**config.mk**
```make
export PLATFORM = sky130hd
export DESIGN_NAME = mem_router_flat
export DESIGN_NICKNAME = d
export VERILOG_FILES = /design/src/rtl/mem_router_pkg.sv /design/src/rtl/mem_router_if.sv /design/src/rtl/mem_router_gpio.sv /design/src/rtl/mem_router.sv /design/src/flat_wrapper.sv
export SDC_FILE = /design/constraint.sdc
export NUM_CORES = 1
export LEC_CHECK = 0
export ABC_AREA = 1
export CORE_ASPECT_RATIO = 0.6
export CORE_UTILIZATION = 40
export DETAILED_ROUTE_END_ITERATION = 6
export GPL_TIMING_DRIVEN = 0
export MAX_ROUTING_LAYER = met4
export PLACE_DENSITY = 0.88
export SLEW_MARGIN = 0
export SYNTH_ARGS = -nofsm -noshare
export SYNTH_HDL_FRONTEND = slang
export SYNTH_SLANG_ARGS = --single-unit
export TNS_END_PERCENT = 30
```
**constraint.sdc**
```tcl
create_clock -name clk -period 5.34 [get_ports clk]
set_input_delay 0.801 -clock clk [delete_from_list [all_inputs] [get_ports clk]]
set_output_delay 0.801 -clock clk [all_outputs]
set_load 0.02 [all_outputs]
```
**src/rtl/mem_router_pkg.sv**
```systemverilog
// Shared types, register offsets and the address decoder for the memory-request router.
package mem_router_pkg;

    typedef enum logic [1:0] {
        ST_IDLE,
        ST_SRAM,
        ST_EXT_WAIT,
        ST_RESP
    } state_e;

    typedef enum logic [2:0] {
        RGN_GPIO,
        RGN_TIMER,
        RGN_SRAM,
        RGN_EXT,
        RGN_NONE
    } region_e;

    typedef enum logic {
        RSP_OK,
        RSP_ERR
    } resp_e;

    localparam logic [3:0]  GPIO_DIR_OFF   = 4'd0;
    localparam logic [3:0]  GPIO_OUT_OFF   = 4'd4;
    localparam logic [3:0]  GPIO_IN_OFF    = 4'd8;
    localparam logic [31:0] GPIO_BANK_SIZE = 32'd12;
    localparam logic [31:0] TIMER_SIZE     = 32'd4;

    // 33-bit compare so a window ending at 2^32 does not wrap to zero.
    function automatic logic in_window(input logic [31:0] a,
                                       input logic [31:0] base,
                                       input logic [31:0] size);
        logic [32:0] lo;
        logic [32:0] hi;
        lo = {1'b0, base};
        hi = {1'b0, base} + {1'b0, size};
        return ({1'b0, a} >= lo) && ({1'b0, a} < hi);
    endfunction

    function automatic region_e decode(input logic [31:0] a,
                                       input logic [31:0] gpio_base,
                                       input logic [31:0] timer_addr,
                                       input logic [31:0] sram_base,
                                       input logic [31:0] sram_size,
                                       input logic [31:0] ext_base,
                                       input logic [31:0] ext_size);
        if (in_window(a, gpio_base, GPIO_BANK_SIZE)) return RGN_GPIO;
        if (in_window(a, timer_addr, TIMER_SIZE))    return RGN_TIMER;
        if (in_window(a, sram_base, sram_size))      return RGN_SRAM;
        if (in_window(a, ext_base, ext_size))        return RGN_EXT;
        return RGN_NONE;
    endfunction

endpackage

```
**src/rtl/mem_router_if.sv**
```systemverilog
// Core-side data-port bus of the router (Ibex/Vicuna style request/grant/response).
interface mem_router_if #(
    parameter int unsigned MEM_W = 32
) ();
    // Handshake: a request is taken in the cycle mem_req_i && mem_gnt_o; the master holds
    // its fields stable until then. Each taken request gets exactly one single-cycle
    // response, either mem_rvalid_o (mem_rdata_o meaningful for reads) or mem_err_o.
    logic               mem_req_i;
    logic               mem_we_i;
    logic [31:0]        mem_addr_i;
    logic [MEM_W/8-1:0] mem_be_i;
    logic [MEM_W-1:0]   mem_wdata_i;
    logic               mem_gnt_o;
    logic               mem_rvalid_o;
    logic               mem_err_o;
    logic [MEM_W-1:0]   mem_rdata_o;

    modport master (
        output mem_req_i, mem_we_i, mem_addr_i, mem_be_i, mem_wdata_i,
        input  mem_gnt_o, mem_rvalid_o, mem_err_o, mem_rdata_o
    );

    modport slave (
        input  mem_req_i, mem_we_i, mem_addr_i, mem_be_i, mem_wdata_i,
        output mem_gnt_o, mem_rvalid_o, mem_err_o, mem_rdata_o
    );
endinterface

```
**src/rtl/mem_router_gpio.sv**
```systemverilog
// GPIO register bank: DIR/OUT registers, 2-flop input synchroniser and combinational read mux.
module mem_router_gpio
    import mem_router_pkg::*;
#(
    parameter int unsigned MEM_W  = 32,
    parameter int unsigned GPIO_N = 10,
    localparam int unsigned BE_N  = (GPIO_N + 7) / 8
) (
    input  logic              clk,
    input  logic              rst,
    input  logic              wr_en,
    input  logic [3:0]        off,
    input  logic [BE_N-1:0]   wr_be,
    input  logic [GPIO_N-1:0] wr_data,
    output logic [MEM_W-1:0]  rd_data,
    input  logic [GPIO_N-1:0] gpio_in_i,
    output logic [GPIO_N-1:0] gpio_out_o,
    output logic [GPIO_N-1:0] gpio_oe_o
);

    logic [GPIO_N-1:0] dir;
    logic [GPIO_N-1:0] out;
    logic [GPIO_N-1:0] sync1;
    logic [GPIO_N-1:0] sync2;
    logic [GPIO_N-1:0] wr_mask;

    always_comb begin
        wr_mask = '0;
        for (int i = 0; i < GPIO_N; i++) begin
            wr_mask[i] = wr_be[i / 8];
        end
    end

    // DIR resets to all-inputs so no pad is driven until software asks for it.
    always_ff @(posedge clk or posedge rst) begin
        if (rst) begin
            dir   <= '1;
            out   <= '0;
            sync1 <= '0;
            sync2 <= '0;
        end else begin
            sync1 <= gpio_in_i;
            sync2 <= sync1;
            if (wr_en && off == GPIO_DIR_OFF) dir <= (dir & ~wr_mask) | (wr_data & wr_mask);
            if (wr_en && off == GPIO_OUT_OFF) out <= (out & ~wr_mask) | (wr_data & wr_mask);
        end
    end

    always_comb begin
        rd_data = '0;
        case (off)
            GPIO_DIR_OFF: rd_data[GPIO_N-1:0] = dir;
            GPIO_OUT_OFF: rd_data[GPIO_N-1:0] = out;
            GPIO_IN_OFF:  rd_data[GPIO_N-1:0] = sync2;
            default:      rd_data = '0;
        endcase
    end

    assign gpio_out_o = out;
    assign gpio_oe_o  = ~dir;

endmodule

```
**src/rtl/mem_router.sv**
```systemverilog
// Single-outstanding memory-request router: decodes core requests to GPIO, timer, SRAM or external storage.
module mem_router
    import mem_router_pkg::*;
#(
    parameter int unsigned MEM_W        = 32,
    parameter int unsigned GPIO_N       = 10,
    parameter logic [31:0] GPIO_BASE    = 32'h0000_0100,
    parameter logic [31:0] TIMER_ADDR   = 32'h0000_0200,
    parameter logic [31:0] SRAM_BASE    = 32'h0000_1000,
    parameter logic [31:0] SRAM_SIZE    = 32'h0000_1000,
    parameter logic [31:0] EXT_BASE     = 32'h0000_2000,
    parameter logic [31:0] EXT_SIZE     = 32'h0100_0000,
    parameter bit          EXT_WRITABLE = 1'b0,
    parameter int unsigned TIMEOUT      = 255
) (
    input  logic               clk,
    input  logic               rst,
    mem_router_if.slave        bus,

    output logic               sram_req_o,
    output logic               sram_we_o,
    output logic [31:0]        sram_addr_o,
    output logic [MEM_W/8-1:0] sram_be_o,
    output logic [MEM_W-1:0]   sram_wdata_o,
    input  logic [MEM_W-1:0]   sram_rdata_i,

    output logic               ext_req_o,
    output logic               ext_we_o,
    output logic [31:0]        ext_addr_o,
    output logic [MEM_W/8-1:0] ext_be_o,
    output logic [MEM_W-1:0]   ext_wdata_o,
    input  logic               ext_ready_i,
    input  logic [MEM_W-1:0]   ext_rdata_i,

    output logic               timer_set_o,
    output logic [31:0]        timer_val_o,
    input  logic               timer_high_i,

    input  logic [GPIO_N-1:0]  gpio_in_i,
    output logic [GPIO_N-1:0]  gpio_out_o,
    output logic [GPIO_N-1:0]  gpio_oe_o,

    output state_e             dbg_state
);

    localparam int unsigned BE_W   = MEM_W / 8;
    localparam int unsigned GBE_N  = (GPIO_N + 7) / 8;
    localparam int unsigned CNT_W  = $clog2(TIMEOUT + 1);

    state_e             state;
    state_e             state_next;
    region_e            req_region;
    region_e            region_q;
    resp_e              req_resp;
    resp_e              resp_q;
    logic [3:0]         req_gpio_off;
    logic [3:0]         gpio_off_q;
    logic [31:0]        addr_q;
    logic               we_q;
    logic [BE_W-1:0]    be_q;
    logic [MEM_W-1:0]   wdata_q;
    logic [MEM_W-1:0]   data_q;
    logic [CNT_W-1:0]   cnt;
    logic               grant;
    logic               timed_out;
    logic               gpio_wr;
    logic               rvalid;
    logic [MEM_W-1:0]   gpio_rdata;
    logic [MEM_W-1:0]   rdata_mux;

    assign grant     = bus.mem_req_i && (state == ST_IDLE);
    assign timed_out = (cnt == CNT_W'(TIMEOUT));
    assign dbg_state = state;

    // Error conditions that are known from the request alone are resolved at grant time.
    always_comb begin
        req_region   = decode(bus.mem_addr_i, GPIO_BASE, TIMER_ADDR, SRAM_BASE, SRAM_SIZE,
                              EXT_BASE, EXT_SIZE);
        req_gpio_off = bus.mem_addr_i[3:0] - GPIO_BASE[3:0];
        req_resp     = RSP_OK;
        case (req_region)
            RGN_GPIO:  if (bus.mem_addr_i[1:0] != 2'b00 ||
                           (bus.mem_we_i && req_gpio_off == GPIO_IN_OFF)) req_resp = RSP_ERR;
            RGN_TIMER: if (bus.mem_addr_i[1:0] != 2'b00) req_resp = RSP_ERR;
            RGN_SRAM:  req_resp = RSP_OK;
            RGN_EXT:   if (bus.mem_we_i && !EXT_WRITABLE) req_resp = RSP_ERR;
            default:   req_resp = RSP_ERR;
        endcase
    end

    always_ff @(posedge clk or posedge rst) begin
        if (rst) state <= ST_IDLE;
        else     state <= state_next;
    end

    always_comb begin
        state_next = state;
        case (state)
            ST_IDLE: begin
                if (grant) begin
                    if (req_region == RGN_SRAM)                              state_next = ST_SRAM;
                    else if (req_region == RGN_EXT && req_resp == RSP_OK)    state_next = ST_EXT_WAIT;
                    else                                                     state_next = ST_RESP;
                end
            end
            ST_SRAM:     state_next = ST_RESP;
            ST_EXT_WAIT: if (ext_ready_i || timed_out) state_next = ST_RESP;
            ST_RESP:     state_next = ST_IDLE;
            default:     state_next = ST_IDLE;
        endcase
    end

    always_ff @(posedge clk or posedge rst) begin
        if (rst) begin
            addr_q     <= '0;
            we_q       <= 1'b0;
            be_q       <= '0;
            wdata_q    <= '0;
            data_q     <= '0;
            region_q   <= RGN_NONE;
            resp_q     <= RSP_OK;
            gpio_off_q <= '0;
        end else begin
            if (grant) begin
                addr_q     <= bus.mem_addr_i;
                we_q       <= bus.mem_we_i;
                be_q       <= bus.mem_be_i;
                wdata_q    <= bus.mem_wdata_i;
                region_q   <= req_region;
                resp_q     <= req_resp;
                gpio_off_q <= req_gpio_off;
            end
            // Ready wins over timeout in the same cycle; once out of EXT_WAIT ready is ignored.
            if (state == ST_EXT_WAIT) begin
                if (ext_ready_i) begin
                    data_q <= ext_rdata_i;
                    resp_q <= RSP_OK;
                end else if (timed_out) begin
                    resp_q <= RSP_ERR;
                end
            end
        end
    end

    always_ff @(posedge clk or posedge rst) begin
        if (rst)                        cnt <= '0;
        else if (state == ST_EXT_WAIT)  cnt <= cnt + CNT_W'(1);
        else                            cnt <= '0;
    end

    always_comb begin
        sram_req_o   = (state == ST_SRAM);
        sram_we_o    = sram_req_o && we_q;
        sram_addr_o  = sram_req_o ? (addr_q - SRAM_BASE) : '0;
        sram_be_o    = sram_req_o ? be_q : '0;
        sram_wdata_o = sram_req_o ? wdata_q : '0;

        ext_req_o    = (state == ST_EXT_WAIT);
        ext_we_o     = ext_req_o && we_q;
        ext_addr_o   = ext_req_o ? (addr_q - EXT_BASE) : '0;
        ext_be_o     = ext_req_o ? be_q : '0;
        ext_wdata_o  = ext_req_o ? wdata_q : '0;

        timer_set_o  = (state == ST_RESP) && (region_q == RGN_TIMER) && we_q && (resp_q == RSP_OK);
        timer_val_o  = timer_set_o ? 32'(wdata_q) : '0;
        gpio_wr      = (state == ST_RESP) && (region_q == RGN_GPIO) && we_q && (resp_q == RSP_OK);

        case (region_q)
            RGN_GPIO:  rdata_mux = gpio_rdata;
            RGN_TIMER: rdata_mux = MEM_W'(timer_high_i);
            RGN_SRAM:  rdata_mux = sram_rdata_i;
            RGN_EXT:   rdata_mux = data_q;
            default:   rdata_mux = '0;
        endcase

        rvalid           = (state == ST_RESP) && (resp_q == RSP_OK);
        bus.mem_gnt_o    = grant;
        bus.mem_rvalid_o = rvalid;
        bus.mem_err_o    = (state == ST_RESP) && (resp_q == RSP_ERR);
        bus.mem_rdata_o  = (rvalid && !we_q) ? rdata_mux : '0;
    end

    mem_router_gpio #(
        .MEM_W  (MEM_W),
        .GPIO_N (GPIO_N)
    ) u_gpio (
        .clk        (clk),
        .rst        (rst),
        .wr_en      (gpio_wr),
        .off        (gpio_off_q),
        .wr_be      (be_q[GBE_N-1:0]),
        .wr_data    (wdata_q[GPIO_N-1:0]),
        .rd_data    (gpio_rdata),
        .gpio_in_i  (gpio_in_i),
        .gpio_out_o (gpio_out_o),
        .gpio_oe_o  (gpio_oe_o)
    );

endmodule

```
**src/flat_wrapper.sv**
```systemverilog
// flat-port wrapper written by rule: the top's interface ports become plain ports
module mem_router_flat import mem_router_pkg::*;
#(
    parameter int unsigned MEM_W        = 32,
    parameter int unsigned GPIO_N       = 10,
    parameter logic [31:0] GPIO_BASE    = 32'h0000_0100,
    parameter logic [31:0] TIMER_ADDR   = 32'h0000_0200,
    parameter logic [31:0] SRAM_BASE    = 32'h0000_1000,
    parameter logic [31:0] SRAM_SIZE    = 32'h0000_1000,
    parameter logic [31:0] EXT_BASE     = 32'h0000_2000,
    parameter logic [31:0] EXT_SIZE     = 32'h0100_0000,
    parameter bit          EXT_WRITABLE = 1'b0,
    parameter int unsigned TIMEOUT      = 255
)
  (clk, rst, sram_req_o, sram_we_o, sram_addr_o, sram_be_o, sram_wdata_o, sram_rdata_i, ext_req_o, ext_we_o, ext_addr_o, ext_be_o, ext_wdata_o, ext_ready_i, ext_rdata_i, timer_set_o, timer_val_o, timer_high_i, gpio_in_i, gpio_out_o, gpio_oe_o, dbg_state, bus_mem_req_i, bus_mem_we_i, bus_mem_addr_i, bus_mem_be_i, bus_mem_wdata_i, bus_mem_gnt_o, bus_mem_rvalid_o, bus_mem_err_o, bus_mem_rdata_o);
  mem_router_if #(.MEM_W(MEM_W)) bus_i ();
  input  logic clk;
  input  logic rst;
  output logic sram_req_o;
  output logic sram_we_o;
  output logic [31:0] sram_addr_o;
  output logic [MEM_W/8-1:0] sram_be_o;
  output logic [MEM_W-1:0] sram_wdata_o;
  input  logic [MEM_W-1:0] sram_rdata_i;
  output logic ext_req_o;
  output logic ext_we_o;
  output logic [31:0] ext_addr_o;
  output logic [MEM_W/8-1:0] ext_be_o;
  output logic [MEM_W-1:0] ext_wdata_o;
  input  logic ext_ready_i;
  input  logic [MEM_W-1:0] ext_rdata_i;
  output logic timer_set_o;
  output logic [31:0] timer_val_o;
  input  logic timer_high_i;
  input  logic [GPIO_N-1:0] gpio_in_i;
  output logic [GPIO_N-1:0] gpio_out_o;
  output logic [GPIO_N-1:0] gpio_oe_o;
  output state_e dbg_state;
  input wire logic [$bits(bus_i.mem_req_i)-1:0] bus_mem_req_i;
  input wire logic [$bits(bus_i.mem_we_i)-1:0] bus_mem_we_i;
  input wire logic [$bits(bus_i.mem_addr_i)-1:0] bus_mem_addr_i;
  input wire logic [$bits(bus_i.mem_be_i)-1:0] bus_mem_be_i;
  input wire logic [$bits(bus_i.mem_wdata_i)-1:0] bus_mem_wdata_i;
  output wire logic [$bits(bus_i.mem_gnt_o)-1:0] bus_mem_gnt_o;
  output wire logic [$bits(bus_i.mem_rvalid_o)-1:0] bus_mem_rvalid_o;
  output wire logic [$bits(bus_i.mem_err_o)-1:0] bus_mem_err_o;
  output wire logic [$bits(bus_i.mem_rdata_o)-1:0] bus_mem_rdata_o;
  assign bus_i.mem_req_i = bus_mem_req_i;
  assign bus_i.mem_we_i = bus_mem_we_i;
  assign bus_i.mem_addr_i = bus_mem_addr_i;
  assign bus_i.mem_be_i = bus_mem_be_i;
  assign bus_i.mem_wdata_i = bus_mem_wdata_i;
  assign bus_mem_gnt_o = bus_i.mem_gnt_o;
  assign bus_mem_rvalid_o = bus_i.mem_rvalid_o;
  assign bus_mem_err_o = bus_i.mem_err_o;
  assign bus_mem_rdata_o = bus_i.mem_rdata_o;
  mem_router #(.MEM_W(MEM_W), .GPIO_N(GPIO_N), .GPIO_BASE(GPIO_BASE), .TIMER_ADDR(TIMER_ADDR), .SRAM_BASE(SRAM_BASE), .SRAM_SIZE(SRAM_SIZE), .EXT_BASE(EXT_BASE), .EXT_SIZE(EXT_SIZE), .EXT_WRITABLE(EXT_WRITABLE), .TIMEOUT(TIMEOUT)) u_core (.clk(clk), .rst(rst), .bus(bus_i), .sram_req_o(sram_req_o), .sram_we_o(sram_we_o), .sram_addr_o(sram_addr_o), .sram_be_o(sram_be_o), .sram_wdata_o(sram_wdata_o), .sram_rdata_i(sram_rdata_i), .ext_req_o(ext_req_o), .ext_we_o(ext_we_o), .ext_addr_o(ext_addr_o), .ext_be_o(ext_be_o), .ext_wdata_o(ext_wdata_o), .ext_ready_i(ext_ready_i), .ext_rdata_i(ext_rdata_i), .timer_set_o(timer_set_o), .timer_val_o(timer_val_o), .timer_high_i(timer_high_i), .gpio_in_i(gpio_in_i), .gpio_out_o(gpio_out_o), .gpio_oe_o(gpio_oe_o), .dbg_state(dbg_state));
endmodule
```
### After elaboration in Yosys (flattened, before gate mapping)

Cells that the tools add are included.

* mux-type cells: 42
* reduce and logical (&&, ||, !) cells: 30
* magnitude comparators: 8
* $add $sub $neg: 3
* bitwise operators: 9
* eq/ne operators: 15

Operators with widths (count)
* 2-to-1 mux 32 bit: 6
* one-hot mux 32 bit (4 select lines): 1
* >= comparator 32 x 10 -> 1 bit (second input constant): 1
* >= comparator 32 x 13 -> 1 bit (second input constant): 1
* >= comparator 32 x 14 -> 1 bit (second input constant): 1
* >= comparator 32 x 9 -> 1 bit (second input constant): 1
* less-than comparator 32 x 10 -> 1 bit (second input constant): 1
* less-than comparator 32 x 14 -> 1 bit (second input constant): 1
* less-than comparator 32 x 25 -> 1 bit (second input constant): 1
* less-than comparator 32 x 9 -> 1 bit (second input constant): 1
* subtractor 32 x 13 -> 32 bit (second input constant): 1
* subtractor 32 x 14 -> 32 bit (second input constant): 1
* AND 10 bit: 3
* one-hot mux 10 bit (3 select lines): 1
* 2-to-1 mux 3 bit: 8
* logical AND 1 bit: 20
* inverter 10 bit: 2
* OR 10 bit: 2
* 2-to-1 mux 1 bit: 18
* == test 3 x 2 -> 1 bit (second input constant): 4
* adder 8 x 1 -> 8 bit (second input constant): 1
* == test 4 bit (second input constant): 2
* == test 8 bit (second input constant): 1
* 2-to-1 mux 4 bit: 2
* other kinds (18): 26

* input bits: 148
* output and inout port bits: 230
* logic and storage cells: 121
* register bits after elaboration: 159

### Longest topological paths before layout

Gate-level depths: netlist (run 1).

* depth after elaboration: 21
* depth in mapped cells: 12
* mapped depth without buffers: 12

### By module

Synthesis (run 1) repeated with hierarchy kept, for this count alone.

* cells, all modules: 1387
* area, all modules: 9201.3 sq um

Modules (own cells, without submodules)
* mem_router: instances 1, area an instance 7384.6 sq um, cells each 1187
* mem_router_gpio: instances 1, area an instance 1816.7 sq um, cells each 200

### Worst setup path after synthesis (run 1)

OpenSTA, ideal clock, no wires.

* path kind: flip-flop to output port
* start point: register u_core.state[0], in the netlist u_core.dbg_state[0]
* end point: output port timer_val_o[10]
* data required time: 4.539 ns
* slack: 2.401 ns
* data arrival time: 2.138 ns
* stages on the path, launching flop included: 9
* path buffers: 1
* cells stage by stage: dfrtp_1 > ha_1 > inv_1 > nor2_2 > nand2_1 > nor2_1 > inv_1 > clkbuf_1 > nor2_1

* word-level cells in the longest chain between the ends: 5

RTL lines
* start, declared: RTL line mem_router.sv:50 `state_e state;`
* start signal, assigned: RTL line mem_router.sv:93 `else state <= state_next;`
* == test 2 bit: RTL line mem_router.sv:164 `timer_set_o = (state == ST_RESP) && (region_q == RGN_TIMER) && we_q && (resp_q == RSP_OK);`
* logical AND 1 bit (3 in series): RTL line mem_router.sv:164
* net timer_set_o: RTL line flat_wrapper.sv:32 `output logic timer_set_o;`
* 2-to-1 mux 32 bit: RTL line mem_router.sv:165 `timer_val_o = timer_set_o ? 32'(wdata_q) : '0;`
* end, declared: RTL line flat_wrapper.sv:33 `output logic [31:0] timer_val_o;`

The timed path passes the listed nets, and every way through them passes these cells.

### Final worst setup path (run 1)

* start point: register u_core.state[0], in the netlist u_core.dbg_state[0]
* end point: output port ext_be_o[1]

* word-level cells in the longest chain between the ends: 2

RTL lines
* == test 2 bit: RTL line mem_router.sv:158 `ext_req_o = (state == ST_EXT_WAIT);`
* 2-to-1 mux 4 bit: RTL line mem_router.sv:161 `ext_be_o = ext_req_o ? be_q : '0;`
* end, declared: RTL line flat_wrapper.sv:28 `output logic [MEM_W/8-1:0] ext_be_o;`

No other way between the ends.

==> results of run 1 <==
==> where the power goes <==
part	internal, mW	total (mW)	switching (mW)
registers	1.63	2.04	0.415
logic	1.28	3.39	2.11
clock network	0.804	1.33	0.529
total	3.71	6.76	3.05
==> stage by stage <==
step,setup TNS (ns),setup slack [ns],std cells
6_report,0,1.18,1925
5_1_grt,0,0.959,1925
4_1_cts,0,1.18,1923
3_5_place_dp,0,1.23,1891
3_3_place_gp,-262.23,-1.83,1890
2_1_floorplan,0,0.379,1234
==> per-layer routing <==
metal  vias to the layer above  GRT usage, %
li1                       4577             -
met1                      4640          41.9
met2                       472          47.5
met3                        34          8.39
met4                         0          6.77
met5                         -             -
==> cells by family after synthesis <==
kind of cell / after synthesis
AO/OA/AOI/OAI: 190
XOR/XNOR: 1
adder cells (fa/ha/maj): 9
buffers and inverters: 272
flip-flops: 155
AND/OR/NAND/NOR: 607
==> cells in the final DEF (no fill, tap or decap), drive strengths merged <==
cell           count
nand2            412
clkdlybuf4s50    377
inv              218
dfrtp            144
nor2             138
o21ai            104
clkbuf            66
a21oi             44
nand3             29
a22oi             28
nor3              17
dfstp             11
buf               10
ha                 9
nor4               7
clkinv             5
bufinv             4
nand4              3
a211oi             3
a221oi             3
diode              2
o21a               2
o211ai             2
a31oi              2
clkinvlp           2
xor2               1
nor3b              1
o22ai              1
a21o               1
==> worst max path at each step <==
stage / startpoint / end / cells past startpoint
after floorplan: rst / async pin / 1
after global placement: rst / u_core.wdata_q[6] / 2
after detailed placement: bus_mem_req_i / bus_mem_gnt_o / 6
after CTS: u_core.dbg_state[0] / ext_be_o[1] / 8
after global routing: u_core.dbg_state[0] / ext_be_o[1] / 8
final: u_core.dbg_state[0] / ext_be_o[1] / 8
==> synth_stat cells (all sizes together) <==
cell type / number / area (µm²)
a211oi: 3 / 22.5
a21o: 1 / 7.51
a21oi: 44 / 220
a221oi: 3 / 26.3
a22oi: 28 / 210
a31oi: 2 / 12.5
buf: 9 / 56.3
clkbuf: 46 / 174
clkinv: 3 / 11.3
dfrtp: 144 / 3600
dfstp: 11 / 289
ha: 9 / 113
inv: 214 / 803
nand2: 412 / 1550
nand3: 29 / 155
nand4: 3 / 18.8
nor2: 138 / 556
nor3: 17 / 101
nor3b: 1 / 7.51
nor4: 7 / 71.3
o211ai: 2 / 15.0
o21a: 2 / 15.0
o21ai: 104 / 524
o22ai: 1 / 6.26
xor2: 1 / 8.76
==> cell type report <==
type                       instances  share of cell area, %
clock buffer                      20                   3.34
antenna                            2                 0.0374
inverter                         217                   6.13
timing repair buffer             378                   28.4
multi-input combinational        807                   27.2
buffer                            55                   1.72
tap                              279                   2.61
sequential                       155                   29.1
clock inverter                    12                   1.40
==> critical path, cell delays in order, from the launching register on <==
cell and delay [ns]:
dfrtp_1 0.43, inv_1 0.13, ha_1 0.18, clkbuf_1 0.39
clkbuf_1 0.52, clkbuf_1 0.46, nand2_1 0.10, inv_1 0.07
clkdlybuf4s50_1 0.63
==> flow_summary_export.csv, run 1 <==
group,metric,value,unit
drt,final_antenna_net_count,0,
clock_tree,cts_resized,0,
clock_tree,post_cts_buffers,0,
timing,setup_viol,0,
cells_and_area,final_area,13400,µm²
clock_tree,cts_hold_buf,0,
global_route,track_usage,31.3,%
timing,whs,0.349,ns
place,placed_area,12700,µm²
drt,avgRoutedWirePerCell,17.6,µm
timing,fin_crit_sh,77.9,%
floorplan,io_pins,378,
floorplan,die_width,191,µm
setup_path,worstPathArrival,3.36,ns
global_route,grt_overflow,0,
clock_tree,cts_made_buffers,17,
drt,met1_length,14.6,mm
drt,dr.pass1.iters,5,
timing,hold_viol,0,
place,port_buffers,377,
timing,fin_crit,4.16,ns
drt,detail_route.vias_per_cell,5.05,
pwr,cellLeakagePower,6.44,nW
pwr,ir_drop,0.317,mV
cells_and_area,fillers,1848,
setup_path,worst-setup-path-type,"flip-flop to primary output",
setup_path,startpoint_type,"flip-flop",
setup_path,r2r_slack,2.64,ns
pwr,power_density,506,nW/µm²
clock_tree,clock_path_buffers,2,
logic_synthesis,synth.avg_cell_area,6.95,µm²
global_route,antenna_found_initial,2,
logic_synthesis,yosys.area_share.simple,28.6,%
clock_tree,h-tree-depth,4,
run,max_cap_viol_count,0,
logic_synthesis,synth-seq-cells,155,
place,hpwl,26.3,mm
drt,wl_met3,3.31,mm
global_route,grt_max_degree,83,
drt,drt-total-wl,33.9,mm
cells_and_area,final_nets,1788,
setup_path,rr_startpoint,"u_core.dbg_state[1]",
cells_and_area,utilization,63.6,%
cells_and_area,drive_gt1_share,4.50,%
setup_path,rr_endpoint,"u_core.wdata_q[0]",
global_route,grt_pass1_vias,9016,
setup_path,path_max_fanout,10,
timing,fmax,240,MHz
floorplan,start_util,40.8,%
drt,num_vias,9723,
setup_path,cp-end-kind,"primary output",
cells_and_area,syn2layout_area_growth,55.9,%
timing,worstMarginPinSlew,1.10,ns
timing,worst_clock_skew,0.0103,ns
floorplan,row_count,41,
outcome,outcome,"complete, no violations",
place,place.gp.congestion,0.989,
floorplan,dieArea,22000,µm²
min_path,hp-start,"u_core.u_gpio.sync1[9]",
cells_and_area,multiInputGateArea,3640,µm²
logic_synthesis,synth-adder-area-share,1.31,%
logic_synthesis,yosysWarnings,0,
pwr,total_power,6.76,mW
clock_tree,clk_pin_slew,0.07,ns
setup_path,required,4.54,ns
logic_synthesis,syn_nets,1391,
drt,wl_met2,15.6,mm
logic_synthesis,yosysSeqAreaShare,45.4,%
logic_synthesis,netlist_area,8570,µm²
clock_tree,worst_skew_pair.late_latency,0.43,ns
global_route,grt_pass1_wl,50.2,mm
logic_synthesis,synth_top_family_by_area,"simple AND/OR/NAND/NOR gates",
floorplan,core-area,21000,µm²
cells_and_area,ff_latch_area,3890,µm²
timing,slew_headroom,25.9,%
timing,drv_slew,0,
logic_synthesis,muxShareOfSynthArea,0,%
logic_synthesis,synth-xor-area-share,0.102,%
drt,drtIter0Drc,933,
logic_synthesis,synth-compound-area-share,12.4,%
drt,drc_errors,0,
logic_synthesis,ys_types,38,
clock_tree,cts.sinks,155,
timing,rsz0062_at_grt,"no",
clock_tree,cts_tree,"done",
min_path,hold_path_end,"u_core.u_gpio.sync2[9]",
setup_path,reg2regPathDepth,8,
floorplan,die_h,115,µm
drt,top_layer_used,"met4",
logic_synthesis,synthCells,1234,
min_path,min_path_cells,0,
min_path,hold_class,"flip-flop to flip-flop",
clock_tree,cts_root_buf,"clkbuf_16",
(Power assumes the default switching activity.)
==> run 2: changes to the inputs <==
--- a/config.mk
+++ b/config.mk
@@ -7,11 +7,11 @@
 export LEC_CHECK = 0
 export ABC_AREA = 1
 export CORE_ASPECT_RATIO = 0.6
-export CORE_UTILIZATION = 40
+export CORE_UTILIZATION = 39
 export DETAILED_ROUTE_END_ITERATION = 6
 export GPL_TIMING_DRIVEN = 0
 export MAX_ROUTING_LAYER = met4
-export PLACE_DENSITY = 0.88
+export PLACE_DENSITY = 0.89
 export SLEW_MARGIN = 0
 export SYNTH_ARGS = -nofsm -noshare
 export SYNTH_HDL_FRONTEND = slang
==> constraint.sdc (replaced) <==
create_clock -name clk -period 3.8 [get_ports clk]
set_input_delay 0.57 -clock clk [delete_from_list [all_inputs] [get_ports clk]]
set_output_delay 0.57 -clock clk [all_outputs]
set_load 0.02 [all_outputs]
==> flow_summary_export.csv, run 2 (synthesized netlist as in run 1, its figures left out) <==
group,metric,value,unit
global_route,grt_overflow,0,
drt,dr.pass1.iters,7,
setup_path,rr_endpoint,"u_core.wdata_q[30]",
clock_tree,cts.sinks,155,
setup_path,crit_end,"ext_addr_o[28]",
setup_path,rr_startpoint,"u_core.dbg_state[0]",
setup_path,r2r_slack,1.44,ns
timing,drv_slew,0,
timing,worstMarginPinSlew,1.13,ns
pwr,power_density,703,nW/µm²
setup_path,required,3.23,ns
outcome,violations,"DRC",
drt,drt-total-wl,33.8,mm
clock_tree,cts_root_buf,"clkbuf_16",
drt,avgRoutedWirePerCell,17.6,µm
outcome,outcome,"finished, violations left",
cells_and_area,utilization,62.8,%
drt,detail_route.vias_per_cell,5.02,
floorplan,io_pins,378,
global_route,grt_pass1_vias,9037,
drt,drc_errors,22,
clock_tree,worst_skew_pair.late_latency,0.43,ns
pwr,seq_power_share,30.6,%
global_route,track_usage,30.7,%
floorplan,die_h,117,µm
floorplan,dieArea,22600,µm²
cells_and_area,final_nets,1789,
timing,fmax,270,MHz
clock_tree,cts_made_buffers,17,
run,max_cap_viol_count,0,
min_path,hold_class,"flip-flop to flip-flop",
pwr,power.internal,5.09,mW
clock_tree,cts_resized,2,
drt,drtIter0Drc,903,
timing,rsz0062_at_grt,"yes",
setup_path,startpoint_type,"flip-flop",
floorplan,die_width,193,µm
timing,worst_clock_skew,0.00717,ns
cells_and_area,final_common_cell,"nand2_1",
timing,fin_crit_sh,97.6,%
drt,final_antenna_net_count,0,
timing,fin_crit,3.71,ns
setup_path,cp-end-kind,"primary output",
pwr,clockPowerShare,18.8,%
cells_and_area,fillers,1801,
clock_tree,cts_tree,"done",
cells_and_area,drive_gt1_share,4.98,%
global_route,grt_max_degree,46,
cells_and_area,layout.cells.non_filler,1925,
place,port_buffers,377,
clock_tree,h-tree-depth,4,
cells_and_area,final_area,13400,µm²
cells_and_area,syn2layout_area_growth,56.0,%
place,hpwl,26.5,mm
global_route,grt_pass1_wl,50.6,mm
place,placed_area,12800,µm²
timing,setup_viol,0,
clock_tree,clock_path_buffers,2,
pwr,switching_share,45.8,%
setup_path,worstSetupStartpoint,"u_core.dbg_state[0]",
setup_path,path_max_fanout,10,
cells_and_area,ff_latch_area,3890,µm²
cells_and_area,final_cell_mix,"412 x nand2_1, 375 x clkdlybuf4s50_1, 206 x inv_1",
drt,num_vias,9666,
clock_tree,clk_pin_slew,0.07,ns
floorplan,core-area,21300,µm²
timing,whs,0.350,ns
setup_path,reg2regPathDepth,7,
pwr,cellLeakagePower,6.48,nW
cells_and_area,multiInputGateArea,3640,µm²
place,dp_slack,0.171,ns
pwr,power_switching,4.30,mW
pwr,ir_drop,0.369,mV
floorplan,row_count,41,
setup_path,worstPathArrival,3.14,ns
timing,fin_ws,0.0920,ns
setup_path,worst-setup-path-type,"flip-flop to primary output",
place,place.gp.congestion,0.967,
clock_tree,cts_hold_buf,0,
floorplan,start_util,40.3,%
timing,slew_headroom,24.4,%
global_route,antenna_found_initial,1,
place,dp.cells,1893,
clock_tree,post_cts_buffers,0,
timing,hold_viol,0,
pwr,combinationalPowerShare,50.6,%
[run 2: layer usage]
layer / routed length, µm / share of wire, % / global-route usage [%] / vias to the layer above
met4: 725 / 2.1 / 10.1 / 0
met5: 0 / 0 / - / -
met1: 14500 / 43 / 40.3 / 4579
li1: - / - / - / 4581
met3: 3010 / 8.9 / 7.31 / 44
met2: 15500 / 46 / 47.1 / 462
[run 2: worst min-delay path by stage]
| stage | slack (ns) | cells past startpoint | endpoint | startpoint |
|---|---|---|---|---|
| floorplan | 0.33 | 0 | u_core.u_gpio.sync2[0] | u_core.u_gpio.sync1[0] |
| global placement | 0.33 | 0 | u_core.u_gpio.sync2[9] | u_core.u_gpio.sync1[9] |
| detailed placement | 0.33 | 0 | u_core.u_gpio.sync2[8] | u_core.u_gpio.sync1[8] |
| CTS | 0.35 | 0 | u_core.u_gpio.sync2[8] | u_core.u_gpio.sync1[8] |
| global route | 0.35 | 0 | u_core.u_gpio.sync2[9] | u_core.u_gpio.sync1[9] |
| finish | 0.35 | 0 | u_core.u_gpio.sync2[8] | u_core.u_gpio.sync1[8] |
[run 2: final cells by class]
type	instances	area share, %
flip-flops and latches	155	29.1
repair buffers	380	28.7
multi-input cells	807	27.2
inverters	217	6.12
clock buffers	19	3.31
well taps	279	2.61
plain buffers	54	1.72
clock inverters	13	1.18
diodes	1	0.0187
[run 2: per-stage QoR]
step | total power, mW | TNS (ns)
after floorplan | 5.35 | 0
after global placement | 7.47 | -10.86
after detailed placement | 7.59 | 0
after CTS | 9.39 | 0
after global routing | 9.99 | -0.264
final | 9.40 | 0
[run 2: critical path: stages (launching register included)]
cell and delay [ns]:
dfrtp_1 0.44, inv_1 0.14, ha_1 0.17, clkbuf_1 0.40, inv_1 0.11, clkbuf_1 0.34
nor3_1 0.43, clkdlybuf4s50_1 0.68
[run 2: power groups by stage]
stage                     Sequential (mW)  Clock (mW)  Combinational (mW)
after detailed placement             2.88           0                4.71
after CTS                            2.86        1.79                4.74
after global placement               2.86           0                4.62
after floorplan                      2.72           0                2.63
final                                2.88        1.77                4.75
after global routing                 2.95        1.87                5.17
==> run 3: changes to the inputs <==
--- a/config.mk
+++ b/config.mk
@@ -7,11 +7,11 @@
 export LEC_CHECK = 0
 export ABC_AREA = 1
 export CORE_ASPECT_RATIO = 0.6
-export CORE_UTILIZATION = 39
+export CORE_UTILIZATION = 25
 export DETAILED_ROUTE_END_ITERATION = 6
 export GPL_TIMING_DRIVEN = 0
 export MAX_ROUTING_LAYER = met4
-export PLACE_DENSITY = 0.89
+export PLACE_DENSITY = 0.63
 export SLEW_MARGIN = 0
 export SYNTH_ARGS = -nofsm -noshare
 export SYNTH_HDL_FRONTEND = slang
==> constraint.sdc (replaced) <==
create_clock -name clk -period 4.3 [get_ports clk]
set_input_delay 0.645 -clock clk [delete_from_list [all_inputs] [get_ports clk]]
set_output_delay 0.645 -clock clk [all_outputs]
set_load 0.02 [all_outputs]
==> flow_summary_export.csv, run 3 (synthesized netlist as in run 1, its figures left out) <==
group,metric,value,unit
pwr,ir_drop,0.258,mV
drt,avgRoutedWirePerCell,17.3,µm
cells_and_area,final_area,13600,µm²
global_route,grt_pass1_vias,9145,
global_route,antenna_found_initial,4,
setup_path,path_depth,7,
floorplan,dieArea,35100,µm²
cells_and_area,final_nets,1791,
timing,worst_clock_skew,0.0101,ns
global_route,grt.busiest_layer,"met2",
timing,drv_slew,0,
timing,rsz0062_at_grt,"no",
min_path,hold_class,"flip-flop to flip-flop",
timing,fmax,250,MHz
floorplan,die_width,241,µm
setup_path,crit_end,"bus_mem_gnt_o",
setup_path,required,3.65,ns
global_route,grt_max_degree,39,
global_route,use_met2,31.4,%
setup_path,reg2regPathDepth,8,
outcome,outcome,"complete, no violations",
clock_tree,worst_skew_pair.late_latency,0.44,ns
setup_path,cp-end-kind,"primary output",
cells_and_area,syn2layout_area_growth,58.2,%
global_route,grt_pass1_wl,54.1,mm
setup_path,worstPathArrival,3.35,ns
clock_tree,cts.sinks,155,
pwr,cellLeakagePower,6.43,nW
place,dp.cells,2074,
setup_path,crit_chain,"inv_1 -> ha_1 -> nand2_1 -> clkinv_1 -> clkbuf_1 -> clkbuf_1 -> clkdlybuf4s50_1",
setup_path,cp_slowest_cell,"clkdlybuf4s50_1",
setup_path,critPathMaxStageDelay,0.70,ns
clock_tree,h-tree-depth,4,
floorplan,start_util,25.4,%
drt,detail_route.vias_per_cell,4.48,
setup_path,path_common_cell,"clkbuf_1",
drt,dr.pass1.iters,5,
timing,setup_viol,0,
place,placed_area,13000,µm²
drt,drt-total-wl,36.5,mm
clock_tree,cts_hold_buf,0,
floorplan,core-area,33700,µm²
setup_path,startpoint_type,"flip-flop",
timing,fin_ws,0.306,ns
cells_and_area,drive_gt1_share,4.80,%
place,place.gp.congestion,0.904,
setup_path,rr_endpoint,"u_core.wdata_q[30]",
global_route,met1_usage,28.7,%
clock_tree,cts_root_buf,"clkbuf_16",
setup_path,crit_family,"buffers and inverters",
timing,fin_crit_sh,92.9,%
timing,whs,0.349,ns
floorplan,io_pins,378,
cells_and_area,final_cell_mix,"412 x nand2_1, 377 x clkdlybuf4s50_1, 206 x inv_1",
place,dp_slack,0.314,ns
drt,drc_errors,0,
floorplan,die_h,145,µm
timing,tns,0,ns
clock_tree,clk_pin_slew,0.07,ns
global_route,track_usage,21.4,%
pwr,power_density,607,nW/µm²
drt,drtIter0Drc,775,
setup_path,worst-setup-path-type,"flip-flop to primary output",
cells_and_area,layout.cells.non_filler,2110,
pwr,total_power,8.23,mW
setup_path,r2r_slack,1.45,ns
cells_and_area,final_common_cell,"nand2_1",
run,max_cap_viol_count,0,
drt,num_vias,9445,
global_route,use_met3,5.29,%
global_route,grt_overflow,0,
cells_and_area,utilization,40.3,%
timing,slew_headroom,26.9,%
clock_tree,cts_made_buffers,17,
clock_tree,cts_tree,"done",
cells_and_area,fillers,3533,
setup_path,path_max_fanout,10,
setup_path,worstSetupStartpoint,"u_core.dbg_state[0]",
drt,final_antenna_net_count,0,
place,hpwl,29.0,mm
floorplan,row_count,52,
timing,worstMarginPinSlew,1.09,ns
setup_path,rr_startpoint,"u_core.dbg_state[0]",
timing,hold_viol,0,
timing,fin_crit,3.99,ns
clock_tree,clock_path_buffers,2,
setup_path,cp_num_buf_inv,5,
place,port_buffers,377,
run 3: cell types whose count changed in the layout (fill, tap and decap cells not counted), sizes merged, moves of 2 or more:
cell	change
bufinv	-2
clkdlybuf4s50	+2
inv	+2
dlymetal6s2s	-2
diode	+3
run 3: timing repair:
item | CTS | global route
resized for setup | 0 | 2
setup buffers | 0 | 0
setup endpoints to repair | 0 | 10
hold endpoints to repair | 0 | 0
run 3: worst min-delay path by stage:
stage                            from                     end  slack, ns  cells after the start
3_3_place_gp   u_core.u_gpio.sync1[9]  u_core.u_gpio.sync2[9]       0.33                      0
5_1_grt        u_core.u_gpio.sync1[6]  u_core.u_gpio.sync2[6]       0.36                      0
6_report       u_core.u_gpio.sync1[8]  u_core.u_gpio.sync2[8]       0.35                      0
3_5_place_dp   u_core.u_gpio.sync1[0]  u_core.u_gpio.sync2[0]       0.34                      0
2_1_floorplan  u_core.u_gpio.sync1[0]  u_core.u_gpio.sync2[0]       0.33                      0
4_1_cts        u_core.u_gpio.sync1[0]  u_core.u_gpio.sync2[0]       0.35                      0
run 3: routing by layer:
layer	vias up	wire length, µm
met3	33	2850
met5	-	0
met4	0	790
met1	4476	16500
li1	4577	-
met2	359	16400
run 3: final cells by class:
type	instances	area [µm²]	share of cell area, %
diodes	4	10.0	0.0738
clock inverters	13	108	0.793
repair buffers	381	3850	28.4
well taps	459	574	4.23
multi-input cells	807	3640	26.8
flip-flops and latches	155	3890	28.7
plain buffers	55	231	1.71
clock buffers	19	443	3.26
inverters	217	818	6.03
run 3: power by group:
| part | switching [mW] | leakage (nW) | total [mW] | internal [mW] |
|---|---|---|---|---|
| combinational | 2.63 | 4.24 | 4.22 | 1.59 |
| clock | 0.691 | 0.271 | 1.46 | 0.770 |
| sequential | 0.525 | 1.92 | 2.55 | 2.02 |
